## src/rtl/riscv_pkg.sv

```systemverilog
// Shared RV32I constants: data width, register count, register address type,
// ABI register indices and the default stack-pointer reset value.
package riscv_pkg;

  localparam int unsigned RV_XLEN  = 32;
  localparam int unsigned RV_NREGS = 32;

  typedef logic [4:0] reg_addr_t;

  localparam reg_addr_t REG_ZERO = 5'd0;
  localparam reg_addr_t REG_SP   = 5'd2;

  localparam logic [31:0] SP_INIT_DEFAULT = 32'h0000_03FC;

endpackage

```

## src/rtl/register_unit.sv

```systemverilog
// Integer register file: x1..x31 storage, two combinational read ports,
// one synchronous write port and a registered debug read port.
// Optional build macro: REGFILE_SP_INIT_EN (x2 resets to SP_INIT).
module register_unit
  import riscv_pkg::*;
#(
  parameter int unsigned     XLEN    = RV_XLEN,
  parameter int unsigned     NREGS   = RV_NREGS,
  parameter logic [XLEN-1:0] SP_INIT = SP_INIT_DEFAULT
) (
  input  logic            clk,
  input  logic            rst,
  input  reg_addr_t       rs1,
  input  reg_addr_t       rs2,
  input  reg_addr_t       rd,
  input  logic [XLEN-1:0] DataWr,
  input  logic            RUWr,
  output logic [XLEN-1:0] RUrs1,
  output logic [XLEN-1:0] RUrs2,
  input  reg_addr_t       DbgAddr,
  input  logic            DbgRd,
  output logic [XLEN-1:0] DbgData,
  output logic            DbgValid
);

  // x0 is not stored; index 0 is decoded to zero on every read path
  logic [XLEN-1:0] regs_q [1:NREGS-1];
  logic [XLEN-1:0] regs_d [1:NREGS-1];
  logic [XLEN-1:0] dbg_data_q, dbg_data_d;
  logic            dbg_valid_q, dbg_valid_d;

`ifndef REGFILE_SP_INIT_EN
  logic unused_sp_init;
  assign unused_sp_init = ^SP_INIT;
`endif

  // Combinational operand reads; no write bypass so ALU -> DataWr stays acyclic
  always_comb begin
    RUrs1 = (rs1 == REG_ZERO) ? '0 : regs_q[rs1];
    RUrs2 = (rs2 == REG_ZERO) ? '0 : regs_q[rs2];
  end

  // Next-state: write port (x0 writes dropped) and debug capture of pre-edge state
  always_comb begin
    regs_d      = regs_q;
    dbg_data_d  = dbg_data_q;
    dbg_valid_d = DbgRd;
    if (RUWr && (rd != REG_ZERO)) begin
      regs_d[rd] = DataWr;
    end
    if (DbgRd) begin
      dbg_data_d = (DbgAddr == REG_ZERO) ? '0 : regs_q[DbgAddr];
    end
  end

  // State registers with asynchronous clear
  always_ff @(posedge clk or posedge rst) begin
    if (rst) begin
      for (int unsigned i = 1; i < NREGS; i++) begin
        regs_q[i] <= '0;
      end
`ifdef REGFILE_SP_INIT_EN
      regs_q[REG_SP] <= SP_INIT;
`endif
      dbg_data_q  <= '0;
      dbg_valid_q <= 1'b0;
    end else begin
      regs_q      <= regs_d;
      dbg_data_q  <= dbg_data_d;
      dbg_valid_q <= dbg_valid_d;
    end
  end

  // Debug outputs
  always_comb begin
    DbgData  = dbg_data_q;
    DbgValid = dbg_valid_q;
  end

endmodule

```

## config.mk

```make
export PLATFORM = sky130hd
export DESIGN_NAME = register_unit
export DESIGN_NICKNAME = d
export VERILOG_FILES = /design/src/rtl/riscv_pkg.sv /design/src/rtl/register_unit.sv
export SDC_FILE = /design/constraint.sdc
export NUM_CORES = 2
export LEC_CHECK = 0
export CAP_MARGIN = 20
export CORE_ASPECT_RATIO = 1.4
export CORE_MARGIN = 2
export CORE_UTILIZATION = 39
export DETAILED_ROUTE_END_ITERATION = 7
export SYNTH_ARGS = -nofsm -noshare
export SYNTH_HDL_FRONTEND = slang
export SYNTH_SLANG_ARGS = --single-unit
```

## constraint.sdc

```tcl
create_clock -name clk -period 93.4 [get_ports clk]
set_input_delay 14.01 -clock clk [delete_from_list [all_inputs] [get_ports clk]]
set_output_delay 14.01 -clock clk [all_outputs]
set_load 0.1 [all_outputs]
```

## Word level (Yosys, flattened, before mapping)

Cells that the tools add are included.

- Memory bits (writable): 0
- Register bits after elaboration: 1025
- ROM bits: 0
- Word-level logic and storage cells: 63
- Memories: 0
- Output and inout port bits: 97
- Bits in latches: 0

- Add/subtract/negate cells: 0
- Equal/unequal tests: 0
- Bitwise gates (word level): 4
- Order comparisons: 5
- Multiply operators: 0
- Reductions and logical operators: 6
- Multiplexer cells: 15
- Shift operators: 0
- Divide/modulo/power cells: 0

Operators with widths:

| kind | number |
|---|---|
| $bwmux W992 | 1 |
| $bmux W32 S5 | 3 |
| $mux W32 | 10 |
| $demux W32 S5 | 1 |
| $ge A6 B6 Y1 const B | 4 |
| $not A5 Y6 | 4 |
| $logic_not A5 Y1 | 3 |
| $lt A6 B1 Y1 const B | 1 |
| $reduce_bool A5 Y1 | 1 |
| $logic_and A1 B1 Y1 | 2 |

## Logic depth before layout (Yosys ltp)

- Depth in word-level cells: 6
- Gate-level depth with buffers: 10

## Least setup slack after synthesis

Ideal clock, no wire load.

- Kind: input to output
- From: input rs1[0]
- To: output RUrs1[0]
- Slack: 63228 ps
- Stages: 5
- Arrival: 16162 ps
- Cell sequence: buf_2 buf_1 mux4_2 mux4_2 mux2_2

- Cells in the longest elaborated chain, start to end: 5

Ends and longest elaborated chain:

| item | RTL line | text |
|---|---|---|
| start: declaration | register_unit.sv:13 | `input reg_addr_t rs1,` |
| $not A5 Y6 (not written as such) | register_unit.sv:39 | `RUrs1 = (rs1 == REG_ZERO) ? '0 : regs_q[rs1];` |
| $bmux W32 S5 | register_unit.sv:39 |  |
| $mux W32 (not written as such) (2 in series) | register_unit.sv:39 |  |
| $mux W32 * | register_unit.sv:39 |  |
| end: declaration | register_unit.sv:18 | `output logic [XLEN-1:0] RUrs1,` |

Every way passes the cells marked *; elsewhere a longest branch is shown, timed or not. The select of a mux whose other input is x is not followed.

## Worst setup path after layout

- From: input rs2[0]
- To: output RUrs2[15]

- Cells in the longest elaborated chain, start to end: 5

Ends and longest elaborated chain:

| item | RTL line | text |
|---|---|---|
| start: declaration | register_unit.sv:14 | `input reg_addr_t rs2,` |
| $not A5 Y6 (not written as such) | register_unit.sv:40 | `RUrs2 = (rs2 == REG_ZERO) ? '0 : regs_q[rs2];` |
| $bmux W32 S5 | register_unit.sv:40 |  |
| $mux W32 (not written as such) (2 in series) | register_unit.sv:40 |  |
| $mux W32 * | register_unit.sv:40 |  |
| end: declaration | register_unit.sv:19 | `output logic [XLEN-1:0] RUrs2,` |

Marked as above.

==> summary.txt <==
Slew @ Worst Pin = 1.17 ns
RSZ-0062 raised after global routing = false
Final net count = 3858
Crit Path Category = in2out
Commonest cells post-synth = mux2_2, dfrtp_1, mux4_2
Final Setup Violations = 0
Postcts setup bufs = 0
Register area share after synthesis = 41.5%
Die X = 340 um
Worst Path Buf+Inv = 5
MaxCap Viol Count = 0
Cts hold-fix bufs = 0
Initial antenna violation count = 10
Synth top area share = 41.5%
TritonCTS buffer count = 106
Slowest CP cell = clkdlybuf4s50_1
Min Tclk post-route = 33.21 ns
Die footprint = 162000 sq um
Cell family with most CP delay = buffers and inverters
DR WL/cell = 34.7 um
Setup TNS = 0 ns
Largest area contributor in the netlist = dfrtp_1
Slew headroom = 22.1%
Outcome = completed
Psw = 481 uW
Starting Density = 39.3%
Worst skew pair latency = 0.74 ns
CP cell instances = buf_8 -> buf_4 -> buf_4 -> nor2b_4 -> buf_4 -> a22o_1 -> mux4_2 -> mux2_2 -> clkdlybuf4s50_1
Worst Skew = 0.0237 ns
Pin count of the biggest net entering global routing = 167
Synth-to-layout area growth = 11.5%
Pins Over Slew Limit = 0
CP Data Arrival Time = 19.20 ns
Synth top area cells = dfrtp_1, mux4_2, mux2_2
Worst r2r dst = DbgData[18]
Global-route wire length before repair = 302000 um
Fin. Hold Viols = 0
Sw Ratio = 32.0%
Ys Warns = 0
Row Count = 172
Worst hold stages = 1
Worst hold endpoint = DbgData[4]
Top Ports = 153
Register bit total from synthesis = 1025
Hold_sp = DbgData[4]
CTS tree = built
Combinational Power Share = 29.2%
Clock Path Buffers = 3
Internal power = 1020 uW
PortBufs = 152
Mean Syn Cell Area = 15.8 sq um
Crit path capture type = primary output
H-tree Lvls = 3
Crit-path max cell delay = 1.00 ns
Post-layout worst setup margin = 60.19 ns
Placer congestion estimate = 0.782
Clock sink count = 1025
Reg2Reg Setup Slack = 91.42 ns
Core ar. = 157000 sq um
GR Overflow Total = 0
Vias = 39400
Critical Path Source Type = input pin
DRT antenna net count = 0
Req. time, crit path = 79.39 ns
Syn Nets = 3956
Worst min path class = reg2reg
Asr flop ratio synth = 100%
Fin crit share = 35.6%
Leak pwr = 0.0282 uW
Filler cells = 14000
Root buffer cell = clkbuf_16
Top FF cell, synth = dfrtp_1
Max VDD drop = 0.0203 mV
Layout cells sized above 1 = 58.1%
First DRT Iteration DRCs = 3978
Mapped cell area = 61800 sq um
Distinct cell type count after synthesis = 40
Die Height = 475 um
Worst-path maximum fanout = 66
Reg2Reg Depth = 5
Mapped Cells = 3900
Total track usage = 25.8%
Post-DP HPWL = 110000 um
Top cell by count, worst path = buf_4
Post-CTS sizing = 0
Power per cell area = 21.8 nW/um^2
Drt drc = 0
CTS clk-pin slew, worst paths = 0.07 ns
Pre-CTS WS = 60.12 ns
Vias per cell = 6.59
Count leader, synth = mux2_2
F_max = 30.1 MHz
Crit Reg-Reg Startpoint = regs_q[498]
Vias in the first global route = 40800
Clock Power Share = 29.9%
Routed Wire Length = 208000 um
Post-synth EDFFs = 0
First-pass DRT Iterations = 6
Reg power frac = 41.0%
## power groups by stage
stage                     clock (uW)  combinational [uW]  sequential (uW)
after floorplan                    0                 335              610
after global placement             0                 433              616
after detailed placement           0                 438              621
after CTS                        457                 439              613
after global routing             474                 461              628
final                            449                 439              616
## metrics by stage
step	power (uW)	instance area [sq um]	util (%)	hold WS [ns]	std cells
after CTS	1510	68600	43.7	0.533	5962
after floorplan	944	61800	-	0.507	3900
after global routing	1560	68900	43.9	0.550	5978
final	1500	68900	43.9	0.529	5981
after global placement	1050	64900	41.3	0.503	5765
after detailed placement	1060	65000	41.3	0.507	5767
## flip-flops by register name, indices dropped and copies added, names as in the netlist
register,flops
DbgData,32
regs_q,992
DbgValid,1
## cell usage in the layout (no fill, tap or decap), types with 3 or more instances in the layout
master,instances
nand3b_1,7
a21oi_1,24
clkdlybuf4s50_1,138
mux4_2,795
bufinv_16,6
clkinv_2,14
clkbuf_1,19
inv_6,4
o22ai_1,4
nor2_1,35
nand2_4,12
buf_16,8
nor2b_4,3
buf_6,4
buf_4,75
a221oi_1,32
clkbuf_16,110
nor3_1,3
nand2_1,47
mux2_2,1139
buf_12,5
o21ai_0,10
buf_8,12
o211ai_1,7
a211oi_1,50
a22o_1,64
nand3_1,3
a221o_1,22
dfrtp_1,1025
clkbuf_8,39
clkinvlp_4,3
a22oi_1,7
nor3b_1,4
a31oi_1,3
diode_2,4
nor2b_1,30
mux2i_1,86
nor2_4,16
nand2_2,3
## how the worst max path moves through the flow
stage,start,to,slack (ns),cells past startpoint
6_report,rs2[0],RUrs2[15],60.19,9
3_5_place_dp,rs2[0],RUrs2[15],60.12,9
5_1_grt,rs2[0],RUrs2[15],59.94,9
2_1_floorplan,rst,DbgData[0],50.55,1
3_3_place_gp,rs2[0],RUrs2[15],60.17,9
4_1_cts,rs2[0],RUrs2[15],60.12,9
## final cells by class
type	instances	area, sq um	area share [%]
sequential	1025	25600	37.2
clock buffer	167	3340	4.84
tap	2088	2610	3.79
clock inverter	28	317	0.459
antenna	4	10.0	0.0145
multi-input combinational	2420	34400	50.0
timing repair buffer	245	2520	3.66
inverter	4	22.5	0.0327
## logic make-up (layout without fill, tap and decap cells)
logic type             after synthesis  after routing  synth area share [%]
buffers and inverters              455            444                  3.15
other                                0              4                     0
AND/OR/NAND/NOR                    171            171                  1.29
multiplexers                      2020           2020                  51.1
flip-flops                        1025           1025                  41.5
AO/OA/AOI/OAI                      229            229                  2.92
## per-layer routing
layer,wire length [um],GRT usage [%],part of all wire [%],up-vias
li1,-,-,-,15500
met1,85800,35.1,41,21900
met2,98600,41.2,47,1681
met3,15700,5.21,7.5,383
met4,7580,9.21,3.6,12
met5,76,0,0.037,-
Note: power is estimated with default switching activity, not from simulation.
